--- config.mk ---
export PLATFORM = sky130hd
export DESIGN_NAME = facto_host_flat
export DESIGN_NICKNAME = d
export VERILOG_FILES = /design/src/rtl/facto_host_if.sv /design/src/rtl/facto_host.sv /design/src/flat_wrapper.sv
export SDC_FILE = /design/constraint.sdc
export NUM_CORES = 1
export LEC_CHECK = 0
export CAP_MARGIN = 10
export CORE_UTILIZATION = 44
export CTS_BUF_LIST = sky130_fd_sc_hd__clkbuf_16
export DETAILED_ROUTE_END_ITERATION = 6
export MAX_ROUTING_LAYER = met4
export PLACE_DENSITY = 0.77
export RECOVER_POWER = 50
export SLEW_MARGIN = 20
export SYNTH_ARGS = -nofsm -noshare
export SYNTH_HDL_FRONTEND = slang
export SYNTH_SLANG_ARGS = --single-unit
export TNS_END_PERCENT = 1
--- constraint.sdc ---
create_clock -name clk -period 9.3 [get_ports clk]
set_input_delay 1.395 -clock clk [delete_from_list [all_inputs] [get_ports clk]]
set_output_delay 1.395 -clock clk [all_outputs]
set_load 0.005 [all_outputs]
--- src/rtl/facto_host_if.sv ---
// Command/response and register-bus signals between a client, the factorial
// host and the factorial core's slave port.
interface facto_host_if;
    logic         cmd_valid;
    logic         cmd_ready;
    logic [63:0]  cmd_operand;
    logic         rsp_valid;
    logic         rsp_ready;
    logic [127:0] rsp_result;
    logic         rsp_err;
    logic         m_sel;
    logic         m_wr;
    logic [15:0]  m_addr;
    logic [63:0]  m_dout;
    logic [63:0]  m_din;
    logic         irq_in;
    logic         busy;

    // host side: drives the bus and the response
    modport master (
        input  cmd_valid, cmd_operand, rsp_ready, m_din, irq_in,
        output cmd_ready, rsp_valid, rsp_result, rsp_err,
               m_sel, m_wr, m_addr, m_dout, busy
    );

    // environment side: client plus factorial core
    modport slave (
        output cmd_valid, cmd_operand, rsp_ready, m_din, irq_in,
        input  cmd_ready, rsp_valid, rsp_result, rsp_err,
               m_sel, m_wr, m_addr, m_dout, busy
    );
endinterface

--- src/rtl/facto_host.sv ---
// Factorial host: turns one command into the program / start / wait /
// read / clear register sequence on the core's slave port.
module facto_host #(
    parameter logic [15:0] ADDR_OPSTART  = 16'h0000,
    parameter logic [15:0] ADDR_OPCLEAR  = 16'h0008,
    parameter logic [15:0] ADDR_OPDONE   = 16'h0010,
    parameter logic [15:0] ADDR_INTREN   = 16'h0018,
    parameter logic [15:0] ADDR_OPERAND  = 16'h0020,
    parameter logic [15:0] ADDR_RESULT_H = 16'h0028,
    parameter logic [15:0] ADDR_RESULT_L = 16'h0030,
    parameter bit          USE_INTR      = 1'b1,
    parameter int          TIMEOUT       = 4096
) (
    input  logic         clk,
    input  logic         reset,
    facto_host_if.master bus
);
    localparam int CW = (TIMEOUT > 2) ? $clog2(TIMEOUT) : 1;

    typedef enum logic [3:0] {
        IDLE, WR_INTR, WR_OPND, WR_START, WAIT, RD_H, RD_L, WR_CLR, WR_CLR0, RESP
    } state_t;

    state_t         state, state_nx;
    logic [63:0]    opnd;
    logic [CW-1:0]  cnt;
    logic           err;
    logic [127:0]   res;
    logic           done_c;
    logic           cnt_last;

    // completion source depends on mode; polling reads opdone while in WAIT
    assign done_c   = USE_INTR ? bus.irq_in : (bus.m_din[1:0] == 2'b11);
    assign cnt_last = (cnt == CW'(TIMEOUT - 1));

    // state register
    always_ff @(posedge clk or posedge reset) begin
        if (reset) state <= IDLE;
        else       state <= state_nx;
    end

    // next state and one-cycle bus access decode
    always_comb begin
        state_nx      = state;
        bus.m_sel     = 1'b0;
        bus.m_wr      = 1'b0;
        bus.m_addr    = 16'h0000;
        bus.m_dout    = 64'h0;
        bus.cmd_ready = 1'b0;
        bus.rsp_valid = 1'b0;
        bus.busy      = 1'b1;
        case (state)
            IDLE: begin
                bus.cmd_ready = 1'b1;
                bus.busy      = 1'b0;
                if (bus.cmd_valid) state_nx = WR_INTR;
            end
            WR_INTR: begin
                bus.m_sel  = 1'b1;
                bus.m_wr   = 1'b1;
                bus.m_addr = ADDR_INTREN;
                bus.m_dout = 64'(USE_INTR);
                state_nx   = WR_OPND;
            end
            WR_OPND: begin
                bus.m_sel  = 1'b1;
                bus.m_wr   = 1'b1;
                bus.m_addr = ADDR_OPERAND;
                bus.m_dout = opnd;
                state_nx   = WR_START;
            end
            WR_START: begin
                bus.m_sel  = 1'b1;
                bus.m_wr   = 1'b1;
                bus.m_addr = ADDR_OPSTART;
                bus.m_dout = 64'h1;
                state_nx   = WAIT;
            end
            WAIT: begin
                if (!USE_INTR) begin
                    bus.m_sel  = 1'b1;
                    bus.m_addr = ADDR_OPDONE;
                end
                // completion wins over a timeout landing on the same cycle
                if (done_c)        state_nx = RD_H;
                else if (cnt_last) state_nx = WR_CLR;
            end
            RD_H: begin
                bus.m_sel  = 1'b1;
                bus.m_addr = ADDR_RESULT_H;
                state_nx   = RD_L;
            end
            RD_L: begin
                bus.m_sel  = 1'b1;
                bus.m_addr = ADDR_RESULT_L;
                state_nx   = WR_CLR;
            end
            WR_CLR: begin
                bus.m_sel  = 1'b1;
                bus.m_wr   = 1'b1;
                bus.m_addr = ADDR_OPCLEAR;
                bus.m_dout = 64'h1;
                state_nx   = WR_CLR0;
            end
            WR_CLR0: begin
                bus.m_sel  = 1'b1;
                bus.m_wr   = 1'b1;
                bus.m_addr = ADDR_OPCLEAR;
                state_nx   = RESP;
            end
            RESP: begin
                bus.rsp_valid = 1'b1;
                if (bus.rsp_ready) state_nx = IDLE;
            end
            default: state_nx = IDLE;
        endcase
    end

    // operand latch, wait counter, error flag and result capture
    always_ff @(posedge clk or posedge reset) begin
        if (reset) begin
            opnd <= '0;
            cnt  <= '0;
            err  <= 1'b0;
            res  <= '0;
        end else begin
            case (state)
                IDLE: if (bus.cmd_valid) begin
                    opnd <= bus.cmd_operand;
                    err  <= 1'b0;
                    res  <= '0;   // stays zero on the timeout path
                end
                WR_START: cnt <= '0;
                WAIT: begin
                    cnt <= cnt + 1'b1;
                    if (!done_c && cnt_last) err <= 1'b1;
                end
                RD_H: res[127:64] <= bus.m_din;
                RD_L: res[63:0]   <= bus.m_din;
                default: ;
            endcase
        end
    end

    assign bus.rsp_result = res;
    assign bus.rsp_err    = err;
endmodule

--- src/flat_wrapper.sv ---
// flat-port wrapper written by rule: the top's interface ports become plain ports
module facto_host_flat 
#(
    parameter logic [15:0] ADDR_OPSTART  = 16'h0000,
    parameter logic [15:0] ADDR_OPCLEAR  = 16'h0008,
    parameter logic [15:0] ADDR_OPDONE   = 16'h0010,
    parameter logic [15:0] ADDR_INTREN   = 16'h0018,
    parameter logic [15:0] ADDR_OPERAND  = 16'h0020,
    parameter logic [15:0] ADDR_RESULT_H = 16'h0028,
    parameter logic [15:0] ADDR_RESULT_L = 16'h0030,
    parameter bit          USE_INTR      = 1'b1,
    parameter int          TIMEOUT       = 4096
)
  (clk, reset, bus_cmd_valid, bus_cmd_operand, bus_rsp_ready, bus_m_din, bus_irq_in, bus_cmd_ready, bus_rsp_valid, bus_rsp_result, bus_rsp_err, bus_m_sel, bus_m_wr, bus_m_addr, bus_m_dout, bus_busy);
  facto_host_if bus_i ();
  input  logic clk;
  input  logic reset;
  input wire logic [$bits(bus_i.cmd_valid)-1:0] bus_cmd_valid;
  input wire logic [$bits(bus_i.cmd_operand)-1:0] bus_cmd_operand;
  input wire logic [$bits(bus_i.rsp_ready)-1:0] bus_rsp_ready;
  input wire logic [$bits(bus_i.m_din)-1:0] bus_m_din;
  input wire logic [$bits(bus_i.irq_in)-1:0] bus_irq_in;
  output wire logic [$bits(bus_i.cmd_ready)-1:0] bus_cmd_ready;
  output wire logic [$bits(bus_i.rsp_valid)-1:0] bus_rsp_valid;
  output wire logic [$bits(bus_i.rsp_result)-1:0] bus_rsp_result;
  output wire logic [$bits(bus_i.rsp_err)-1:0] bus_rsp_err;
  output wire logic [$bits(bus_i.m_sel)-1:0] bus_m_sel;
  output wire logic [$bits(bus_i.m_wr)-1:0] bus_m_wr;
  output wire logic [$bits(bus_i.m_addr)-1:0] bus_m_addr;
  output wire logic [$bits(bus_i.m_dout)-1:0] bus_m_dout;
  output wire logic [$bits(bus_i.busy)-1:0] bus_busy;
  assign bus_i.cmd_valid = bus_cmd_valid;
  assign bus_i.cmd_operand = bus_cmd_operand;
  assign bus_i.rsp_ready = bus_rsp_ready;
  assign bus_i.m_din = bus_m_din;
  assign bus_i.irq_in = bus_irq_in;
  assign bus_cmd_ready = bus_i.cmd_ready;
  assign bus_rsp_valid = bus_i.rsp_valid;
  assign bus_rsp_result = bus_i.rsp_result;
  assign bus_rsp_err = bus_i.rsp_err;
  assign bus_m_sel = bus_i.m_sel;
  assign bus_m_wr = bus_i.m_wr;
  assign bus_m_addr = bus_i.m_addr;
  assign bus_m_dout = bus_i.m_dout;
  assign bus_busy = bus_i.busy;
  facto_host #(.ADDR_OPSTART(ADDR_OPSTART), .ADDR_OPCLEAR(ADDR_OPCLEAR), .ADDR_OPDONE(ADDR_OPDONE), .ADDR_INTREN(ADDR_INTREN), .ADDR_OPERAND(ADDR_OPERAND), .ADDR_RESULT_H(ADDR_RESULT_H), .ADDR_RESULT_L(ADDR_RESULT_L), .USE_INTR(USE_INTR), .TIMEOUT(TIMEOUT)) u_core (.clk(clk), .reset(reset), .bus(bus_i));
endmodule
# Word level (Yosys, flattened, before mapping)
# Cells that the tools add are included.
# op_classes
n_addsub	1
eq_ne	14
n_mux	19
reduce_logical	16
# ops
op	count
$pmux 64 s2	3
$mux 128	1
$pmux 4 s10	1
$pmux 6 s5	1
$pmux 12 s2	1
$eq 4x3->1 const B	4
$mux 4	4
$add 12x1->12 const B	1
$eq 12x12->1 const B	1
$eq 4x2->1 const B	2
$eq 4x4->1 const B	2
$reduce_bool 2->1	4
$mux 1	7
$reduce_or 7->1	1
$reduce_and 2->1	3
$reduce_and 3->1	2
$reduce_or 5->1	1
$eq 4x1->1 const B	1
$logic_not 4->1	1
$ne 2x2->1 const B	2
$ne 3x2->1 const B	1
$reduce_or 3->1	1
$ne 2x1->1 const B	1
$pmux 1 s2	1
3 further kinds	3
# totals
regBits	209
out_inout_bits	214
elab_cells	56

# Longest topological paths before layout
# Gate-level depths: netlist (run 1).
# depth
word_depth	4
depth_mapped	8
ltp_nobuf	4

# Worst setup path after synthesis (run 1)
# OpenSTA, ideal clock, no wires.
# synth_path
path_kind	flip-flop to output port
from	register u_core.state[1]
to	output port bus_m_wr
arrival_ns	1.315
t_required_ns	7.905
setup_slack_ns	6.590
stages_incl_launch_ff	5
path_cell_list	dfrtp_1 clkbuf_1 inv_1 maj3_1 o21ai_0
# synth_via
elab_chain_len	3
elab_cells_between_ends	7
# synth_rtl
item	line_no	source
start, declared	facto_host.sv:24	state_t state, state_nx;
start signal, assigned	facto_host.sv:39	else state <= state_nx;
$eq 4x1->1 (tied with other cells)	facto_host.sv:52	case (state)
$reduce_or 5->1 (no line) *	n/a	
$mux 1 *	facto_host.sv:52	
end, declared	flat_wrapper.sv:28	output wire logic [$bits(bus_i.m_wr)-1:0] bus_m_wr;
# Every way passes the cells marked *; elsewhere a longest branch is shown, timed or not.

# Worst setup path after layout (run 1)
# layout_path
from	input port bus_cmd_valid
to	register u_core.res[53], in the netlist u_core.bus.rsp_result[53]
# layout_via
elab_chain_len	2
# layout_rtl
item	line_no	source
start, declared	flat_wrapper.sv:18	input wire logic [$bits(bus_i.cmd_valid)-1:0] bus_cmd_valid;
$ne 2x2->1 (no line)	n/a	
$reduce_and 2->1 (no line)	n/a	
end signal, assigned	facto_host.sv:139	RD_L: res[63:0] <= bus.m_din;
end, declared	facto_host.sv:28	logic [127:0] res;
# Every way passes these cells.
# A chain may end at the register's enable or synchronous reset.

==> impl_results.md, run 1 <==
- Post-Syn Area: 9090 µm²
- Antenna violations before repair: 2
- Clock latency on the worst-skew pair: around 510 ps
- # IOs: 347
- Sequential cell area: around 5200 µm²
- Reg2reg setup slack: 5030 ps
- ANT nets after route: 0
- Hold WC Path Type: register to register
- Setup TNS Final: 0 ps
- Cells resized by post-CTS repair: 0
- Setup Crit Path Kind: input port to register
- Crit-path leading delay family: buffers and inverters
- Pre-CTS setup slack: 5080 ps
- Critical Path Max Stage Delay: between 1000 and 1500 ps
- CTS tree: done
- Die ar.: 21,200 µm²
- Worst Setup End Kind: register
- Placeable core region: 20,200 µm²
- Fmax: 219 MHz
- Initial DRT Pass Iterations: 4
- Status: complete, but fails checks
- Wirelength per Cell: between 15 and 20 µm
- DP Area: 12,400 µm²
- Tcrit/Tclk final: between 40% and 50%
- Post-route worst setup slack: about 4700 ps
- Clk pin slew, worst setup/hold paths: 60 ps
- Power Total: 3.98 mW
- Post-CTS Setup Inserts: 0
- Arr. time, crit path: 4900 ps
- Total of max-cap violations: 1
- Placed cell count: 1,312
- All-Layer GR Usage: a little under a quarter
- Critical Path Slowest Stage Cell: and2_0
- RSZ-0062 raised after global routing: false
- Fin util: 65.2%
- Vias: between 6,000 and 7,000
- Pleak: about 5.6 nW
- Final hold vios: 0
- Row cnt: between 50 and 60
- Number of DRC markers in iteration 0: between 200 and 300
- Fraction of layout cells with a size suffix above 1: 10.3%
- Routability Congestion: 0.827
- Num CTS Buffers: 24
- DRC errors left: 0
- Total Wirelength: roughly 25,000 µm
- Peak supply drop: 0.250 mV
- Post-Synth XOR/XNOR Area: 0.0963%
- Clock Tree Buf Depth: 3
- Register area share after synthesis: 57.5%
- Syn-to-layout area delta: 45.1%
- Starting Density: between 40% and 50%
- Synth cell types: 42
- PortBufs: 333
- Vias per cell: approximately 5.1
- Finished Cell Area: roughly 13,000 µm²
- Root buffer cell: clkbuf_16
- # hold bufs at CTS: 0
- Die H: 146 µm
- Final #Nets: around 1,200
- Min Tclk post-route: 4560 ps
- Compound-Gate Fraction of Synth Area: between 10% and 20%
- Max H-tree Level: 1
- WP data required: just under 10,000 ps
- Simple-Gate Fraction of Synth Area: between 10% and 20%
- Yosys warns: 0
- Largest net degree at the start of global routing: 139
- First-pass GRT wire length: 38,500 µm
- Max-slew violations: 26
- Synthesized flop and latch total: between 200 and 250
- Syn Area/Cell: ~12 µm²
- Failing checks: max-capacitance violations, max-slew violations
- Slew @ Worst Pin: 1900 ps
- Clock Skew: 7.89 ps
- Cells after Synth: 766
- Fill cells: approximately 1,600
- HPWL after detailed placement: about 16,000 µm
- Die width: approximately 150 µm
- Worst Setup Start Kind: input port
- Synth async-reset ratio: 100%
- Slew margin rel.: -27.0%
- Number of synthesized flops with an enable pin: 0
- Mux contribution to synthesized area: 8.93%
- Pwr per Cell Area: 302 nW/µm²
- Multi-input gate area: 3430 µm²
- Vias in the first global route: between 6,000 and 7,000
- Crit path max fanout: ~110
- Fin Hold WS: 476 ps
- Buf/Inv on CP: 3
- Setup violators final: 0
- Critical Path, Cell by Cell: dlygate4sd3_1, and2_0, buf_16, buf_4, o2bb2ai_1
- Synth Area in Adders: 0.248%
- Clk sink count: 209
- Grt total ovfl: 0
- Top_reg_cell synth: dfrtp_1
- Non-Filler Instances: 1,358
- Largest family of logic cells by synthesized area: compound AO/OA/AOI/OAI gates
[per-layer routing]
metal	track usage, %	part of all wire [%]	vias up
met4	8.58	3.1	0
met3	3.73	4.8	57
met5	-	0	-
met2	38.0	50	219
met1	30.0	42	3420
li1	-	-	3297
[state kept, by name, indices dropped and copies added (netlist names)]
signal and cells:
u_core.bus.rsp_result 128, u_core.bus.rsp_err 1, u_core.state 4, u_core.cnt 12
u_core.opnd 64
[final cells by class]
cell class / count / area share (%)
diodes: 2 / 0.0379
well taps: 270 / 2.56
repair buffers: 341 / 25.9
inverters: 6 / 0.228
clock inverters: 18 / 0.958
flip-flops and latches: 209 / 39.6
multi-input cells: 487 / 26.0
clock buffers: 25 / 4.74
[worst register-to-register path: cells and delay by family (launching register included)]
family                 cells  cell delay [ps]
AND/OR/NAND/NOR            2             1960
flip-flops                 1              610
AO/OA/AOI/OAI              1              260
buffers and inverters      2             1260
[cells by family after synthesis]
logic type / Yosys count
adder cells (fa/ha/maj): 2
other: 1
AO/OA/AOI/OAI: 149
buffers and inverters: 82
XOR/XNOR: 1
flip-flops: 209
multiplexers: 73
AND/OR/NAND/NOR: 249
[power breakdown]
part | internal (mW) | leakage (nW) | switching, mW
Clock | 0.537 | 0.377 | 0.366
Combinational | 0.896 | 2.58 | 0.703
Sequential | 1.27 | 2.66 | 0.210
Total | 2.71 | 5.61 | 1.28
[layout by cell type, fill, tap and decap left out, types with 2 or more instances in the layout]
cell	Yosys	final
inv_1	6	6
and4_1	4	4
nand2_1	141	141
o41ai_1	2	2
and2_1	65	64
clkbuf_16	0	25
nand4bb_4	0	2
nand3_1	8	8
bufinv_16	0	2
clkdlybuf4s50_1	0	262
dfrtp_1	209	209
mux2i_1	8	8
clkinv_1	0	10
buf_4	16	7
dlygate4sd3_1	0	71
o31ai_1	2	2
diode_2	0	2
nor2_1	4	4
clkinv_2	0	5
o211ai_1	2	2
a21oi_1	4	4
conb_1	1	13
o21ai_0	6	6
nor2_4	0	2
o2bb2ai_1	128	128
mux2_2	65	65
nor2b_1	3	3
nand4_1	6	6
o311ai_0	1	2
nand2b_1	6	6
[Yosys cell counts (8+ instances only)]
library cell  number  area, µm²
mux2i_1            8       80.1
nand2_1          141        529
buf_2             24        120
buf_4             16        120
and2_1            65        407
dfrtp_1          209       5230
clkbuf_1          16       60.1
o2bb2ai_1        128       1120
nand3_1            8       40.0
mux2_2            65        732
buf_6             17        191
[final timing paths]
path,endpoint,startpoint,cells after the start
min in group asynchronous,u_core.opnd[11],reset,2
max in group asynchronous,u_core.bus.rsp_result[66],reset,3
setup / recovery,u_core.bus.rsp_result[53],bus_cmd_valid,5
setup reg to reg,u_core.bus.rsp_result[53],u_core.state[3],5
hold reg to reg,u_core.cnt[11],u_core.cnt[11],1
hold / removal,u_core.cnt[11],u_core.cnt[11],1
Power figures use the tool's default switching activity.
==> run 2, diff against run 1 <==
==> constraint.sdc (replaced) <==
create_clock -name clk -period 4.69 [get_ports clk]
set_input_delay 0.7035 -clock clk [delete_from_list [all_inputs] [get_ports clk]]
set_output_delay 0.7035 -clock clk [all_outputs]
set_load 0.005 [all_outputs]
==> run 2 against run 1 <==
Net effect: the run still ends with max-capacitance violations, max-slew violations left; clock-buffer cell count decreased by 2; wire length increased by 2.4%; die area unchanged; global-route usage increased by 0.83 points; worst setup slack got worse by 3700 ps; total power increased by 93%; utilization decreased by 0.51 points; combinational power increased by 97%; worst hold slack improved by 9.7 ps; clock power increased by 77%; critical path depth decreased by 2; highest routed layer unchanged.
==> impl_results.md, run 2 (synthesis gave the netlist of run 1 again) <==
- Num CTS Buffers: 22
- Worst R2R Start: u_core.state[2]
- Slew margin rel.: -48.2%
- Fin util: 64.7%
- RR Endpoint: u_core.bus.rsp_result[28]
- Min Tclk post-route: ~3600 ps
- Post-route worst setup slack: 1090 ps
- Sequential cell area: about 5200 µm²
- Tcrit/Tclk final: 76.8%
- Peak supply drop: 0.444 mV
- Clock latency on the worst-skew pair: 490 ps
- Number of DRC markers in iteration 0: 348
- Commonest non-fill, non-tap cell in the layout: clkdlybuf4s50_1
- Setup Crit Path Kind: input port to asynchronous set/reset pin
- Final hold vios: 0
- Fin Hold WS: 485 ps
- Largest register FFs: 128
- Grt total ovfl: 0
- Setup TNS Final: 0 ps
- Pwr per Cell Area: 588 nW/µm²
- PortBufs: roughly 330
- Cells resized by post-CTS repair: 0
- Row cnt: 52
- Worst Setup Start Kind: input port
- Clk sink count: 209
- Placeable core region: just over 20,000 µm²
- Hold WC Path Type: register to register
- Max-slew violations: approximately 190
- Critical Path Max Stage Delay: 1710 ps
- Routability Congestion: 0.832
- Reg2Reg Depth: 4
- Slew @ Worst Pin: roughly 2200 ps
- Wirelength per Cell: roughly 19 µm
- Total Wirelength: 25,200 µm
- Arr. time, crit path: 3750 ps
- # hold bufs at CTS: 0
- Die H: 146 µm
- Critical Path, Cell by Cell: dlygate4sd3_1, clkinvlp_2, clkbuf_4
- Multi-input gate area: 3430 µm²
- Max H-tree Level: 1
- Critical Path Slowest Stage Cell: clkbuf_4
- Final #Nets: 1,204
- Worst Setup End Kind: asynchronous set/reset pin
- Fmax: 278 MHz
- Vias per cell: a little over 5
- Starting Density: 44.9%
- Root buffer cell: clkbuf_16
- Clock Skew: 4.90 ps
- Pre-CTS setup slack: 1700 ps
- Fill cells: 1,616
- All-Layer GR Usage: 24.3%
- Status: complete, but fails checks
- HP Start: u_core.cnt[11]
- Largest net degree at the start of global routing: approximately 160
- First-pass GRT wire length: between 30,000 and 40,000 µm
- Vias in the first global route: slightly above 7,000
- Syn-to-layout area delta: 44.0%
- Post-CTS Setup Inserts: 0
- Non-Filler Instances: 1,351
- CTS tree: done
- Vias: approximately 7,000
- Total of max-cap violations: 2
- HPWL after detailed placement: roughly 17,000 µm
- Crit path max fanout: 160
- Commonest non-fill, non-tap cells in the layout: 243 x clkdlybuf4s50_1, 209 x dfrtp_1, 141 x nand2_1
- Reg2reg setup slack: a little over 2000 ps
- RSZ-0062 raised after global routing: false
- Die width: 146 µm
- Initial DRT Pass Iterations: 4
- Fraction of layout cells with a size suffix above 1: 9.90%
- Antenna violations before repair: 0
- N_diodes: 0
- Die ar.: between 20,000 and 25,000 µm²
- WHS Endpoint: u_core.cnt[11]
- Clk pin slew, worst setup/hold paths: 60 ps
- # IOs: 347
- Failing checks: max-capacitance violations, max-slew violations
- Cell depth of the worst min-delay path: 1
- Clock Tree Buf Depth: 3
- WP data required: 4830 ps
- Placed cell count: 1,316
- Pleak: 5.63 nW
- Setup violators final: 0
- ANT nets after route: 0
- DRC errors left: 0
==> run 2: per-stage QoR <==
step	cell area [µm²]	power [mW]
2_1_floorplan	9140	4.56
3_3_place_gp	12500	6.17
3_5_place_dp	12500	6.28
4_1_cts	13100	7.91
5_1_grt	13100	8.17
6_report	13100	7.70
==> run 2: worst max path at each step <==
stage                                from                         end
after detailed placement  u_core.state[1]              bus_m_dout[62]
after floorplan                     reset          u_core.bus.rsp_err
after CTS                 u_core.state[1]              bus_m_dout[62]
final                               reset   u_core.bus.rsp_result[46]
after global routing                reset  u_core.bus.rsp_result[112]
after global placement    u_core.state[1]              bus_m_dout[62]
==> run 2: per-layer routing <==
| metal | vias to the layer above | wire, µm | global-route usage [%] |
|---|---|---|---|
| met3 | 54 | 1150 | 3.32 |
| met1 | 3431 | 10600 | 29.8 |
| met5 | - | 0 | - |
| li1 | 3287 | - | - |
| met2 | 232 | 12600 | 41.0 |
| met4 | 0 | 857 | 9.26 |
==> run 2: worst max-delay path: cells and delay by family <==
family                 cells  cell delay, ps
buffers and inverters      3            2840
==> run 2: layout make-up <==
cell class                 instances  share of cell area [%]
multi-input combinational        487                    26.2
clock buffer                      23                    4.40
timing repair buffer             344                    26.2
inverter                           6                   0.182
tap                              270                    2.58
sequential                       209                    39.9
clock inverter                    12                   0.545
==> run 2: where the power goes <==
group | internal (mW) | switching (mW)
logic | 1.75 | 1.40
registers | 2.52 | 0.435
clock network | 0.927 | 0.671
total | 5.20 | 2.50
==> run 3, diff against run 2 <==
==> constraint.sdc (replaced) <==
create_clock -name clk -period 3.63 [get_ports clk]
set_input_delay 0.5445 -clock clk [delete_from_list [all_inputs] [get_ports clk]]
set_output_delay 0.5445 -clock clk [all_outputs]
set_load 0.005 [all_outputs]
==> run 3 against run 2 <==
Net effect: the flow now finishes without violations; die area is the same; non-clock buffer count grew 1; cell count grew 0.52%; clock power grew 31%; register-to-register slack lost 890 ps; worst setup slack lost 770 ps; sequential share of layout area shrank 0.24 points; first-iteration DRC count grew 32%; worst hold slack lost 4.8 ps; utilization grew 0.39 points.
==> impl_results.md, run 3 (synthesis gave the netlist of run 1 again) <==
- Status: finished clean
- All-Layer GR Usage: 24.1%
- Row cnt: 52
- Clk sink count: ~210
- Die ar.: 21,200 µm²
- Placed cell count: 1,317
- Largest register FFs: 128
- Cells resized by post-CTS repair: 0
- PortBufs: roughly 330
- Commonest non-fill, non-tap cell in the layout: clkdlybuf4s50_1
- Setup violators final: 0
- Total Wirelength: roughly 25,000 µm
- Slew margin rel.: 14.7%
- Commonest non-fill, non-tap cells in the layout: 234 x clkdlybuf4s50_1, 209 x dfrtp_1, 141 x nand2_1
- Post-route worst setup slack: 319 ps
- DRC errors left: 0
- Post-CTS Setup Inserts: 0
- Pleak: 5.69 nW
- Die width: 146 µm
- Wirelength per Cell: ~18 µm
- Crit path max fanout: 63
- RSZ-0062 raised after global routing: false
- Clk pin slew, worst setup/hold paths: 60 ps
- Non-Filler Instances: 1,358
- Internal power: 6.75 mW
- # IOs: around 350
- Fmax: 302 MHz
- Worst Setup End Kind: output pin
- Fraction of layout cells with a size suffix above 1: 10.2%
- Starting Density: between 40 and 50%
- Clock latency on the worst-skew pair: approximately 500 ps
- Number of DRC markers in iteration 0: between 400 and 500
- Setup Crit Path Kind: register to output pin
- Final hold vios: 0
- Critical Path Slowest Stage Cell: dfrtp_1
- Total of max-cap violations: 0
- N_diodes: 0
- Routability Congestion: 0.851
- Critical Path, Cell by Cell: nand2b_1, nor3_4, buf_4, and2_1, clkdlybuf4s50_1
- Pre-CTS setup slack: about 850 ps
- Vias in the first global route: 7,079
- Grt total ovfl: 0
- Initial DRT Pass Iterations: 5
- Die H: ~150 µm
- Combinational power share: 40.8%
- WP data required: roughly 3000 ps
- DP Area: 12,500 µm²
- HPWL after detailed placement: 16,900 µm
- Peak supply drop: 0.495 mV
- First-pass GRT wire length: 39,300 µm
- Slew @ Worst Pin: 1280 ps
- Arr. time, crit path: about 2800 ps
- Switching power total: 3.23 mW
- Clock power share: a little over a fifth
- Clock Skew: approximately 4.4 ps
- Critical Path Max Stage Delay: 660 ps
- Vias: 7,064
- Switching share of total power: around a third
- Final #Nets: about 1,200
- Worst Setup Start Kind: register
- Max H-tree Level: 1
- Fill cells: ~1,600
- Antenna violations before repair: 0
- # hold bufs at CTS: 0
- Root buffer cell: clkbuf_16
- Min Tclk post-route: 3310 ps
- Tcrit/Tclk final: 91.2%
- Syn-to-layout area delta: 44.8%
- CTS tree: done
- Hold WC Path Type: register to register
- Reg power frac: 38.2%
- Finished Cell Area: 13,200 µm²
- Num CTS Buffers: 23
- Clock Tree Buf Depth: 3
- Pwr per Cell Area: ~760 nW/µm²
- Placeable core region: around 20,000 µm²
- Largest net degree at the start of global routing: 95
- Setup TNS Final: 0 ps
- ANT nets after route: 0
- Max-slew violations: 0
- Vias per cell: 5.20
==> run 3: worst paths after layout <==
kind                                      start  cells after the start  slack (ps)                         end
worst max-delay path            u_core.state[1]                      5         320              bus_m_dout[23]
worst min-delay path             u_core.cnt[11]                      1         480              u_core.cnt[11]
worst max register to register  u_core.state[3]                      4        1160             u_core.opnd[50]
worst min register to register   u_core.cnt[11]                      1         480              u_core.cnt[11]
max in group asynchronous                 reset                      3         980  u_core.bus.rsp_result[122]
min in group asynchronous                 reset                      2         760             u_core.opnd[53]
==> run 3: critical path, delay by kind of cell, from the launching register on <==
| kind | cells | cell delay [ps] |
|---|---|---|
| simple gates | 3 | 650 |
| buf+inv | 2 | 950 |
| flops | 1 | 660 |
==> run 3: final cells by class <==
class	instances	area (µm²)	share of cell area, %
Multi-Input combinational cell	487	3440	26.1
Clock inverter	18	95.1	0.722
Inverter	6	23.8	0.180
Tap cell	270	338	2.56
Clock buffer	23	576	4.37
Sequential cell	209	5230	39.7
Timing Repair Buffer	345	3470	26.4
==> run 3: power by group through the flow <==
stage | registers, mW | clock network, mW | logic, mW
after detailed placement | 3.88 | 0 | 4.25
final | 3.82 | 2.09 | 4.08
after floorplan | 3.72 | 0 | 2.18
after global placement | 3.85 | 0 | 4.16
after CTS | 3.84 | 2.14 | 4.27
after global routing | 3.96 | 2.24 | 4.43
==> run 3: per-stage QoR <==
stage | hold WS [ps] | power (mW) | util, %
global placement | 467 | 8.01 | 61.9
detailed placement | 470 | 8.13 | 61.9
CTS | 485 | 10.3 | 65.2
finish | 481 | 9.98 | 65.1
floorplan | 441 | 5.90 | -
global route | 507 | 10.6 | 65.1
==> run 3: per-layer routing <==
metal,wire length (µm),track usage [%]
met1,10300,30.6
met2,12000,38.4
met3,1250,3.13
met4,1070,10.9
met5,0,-
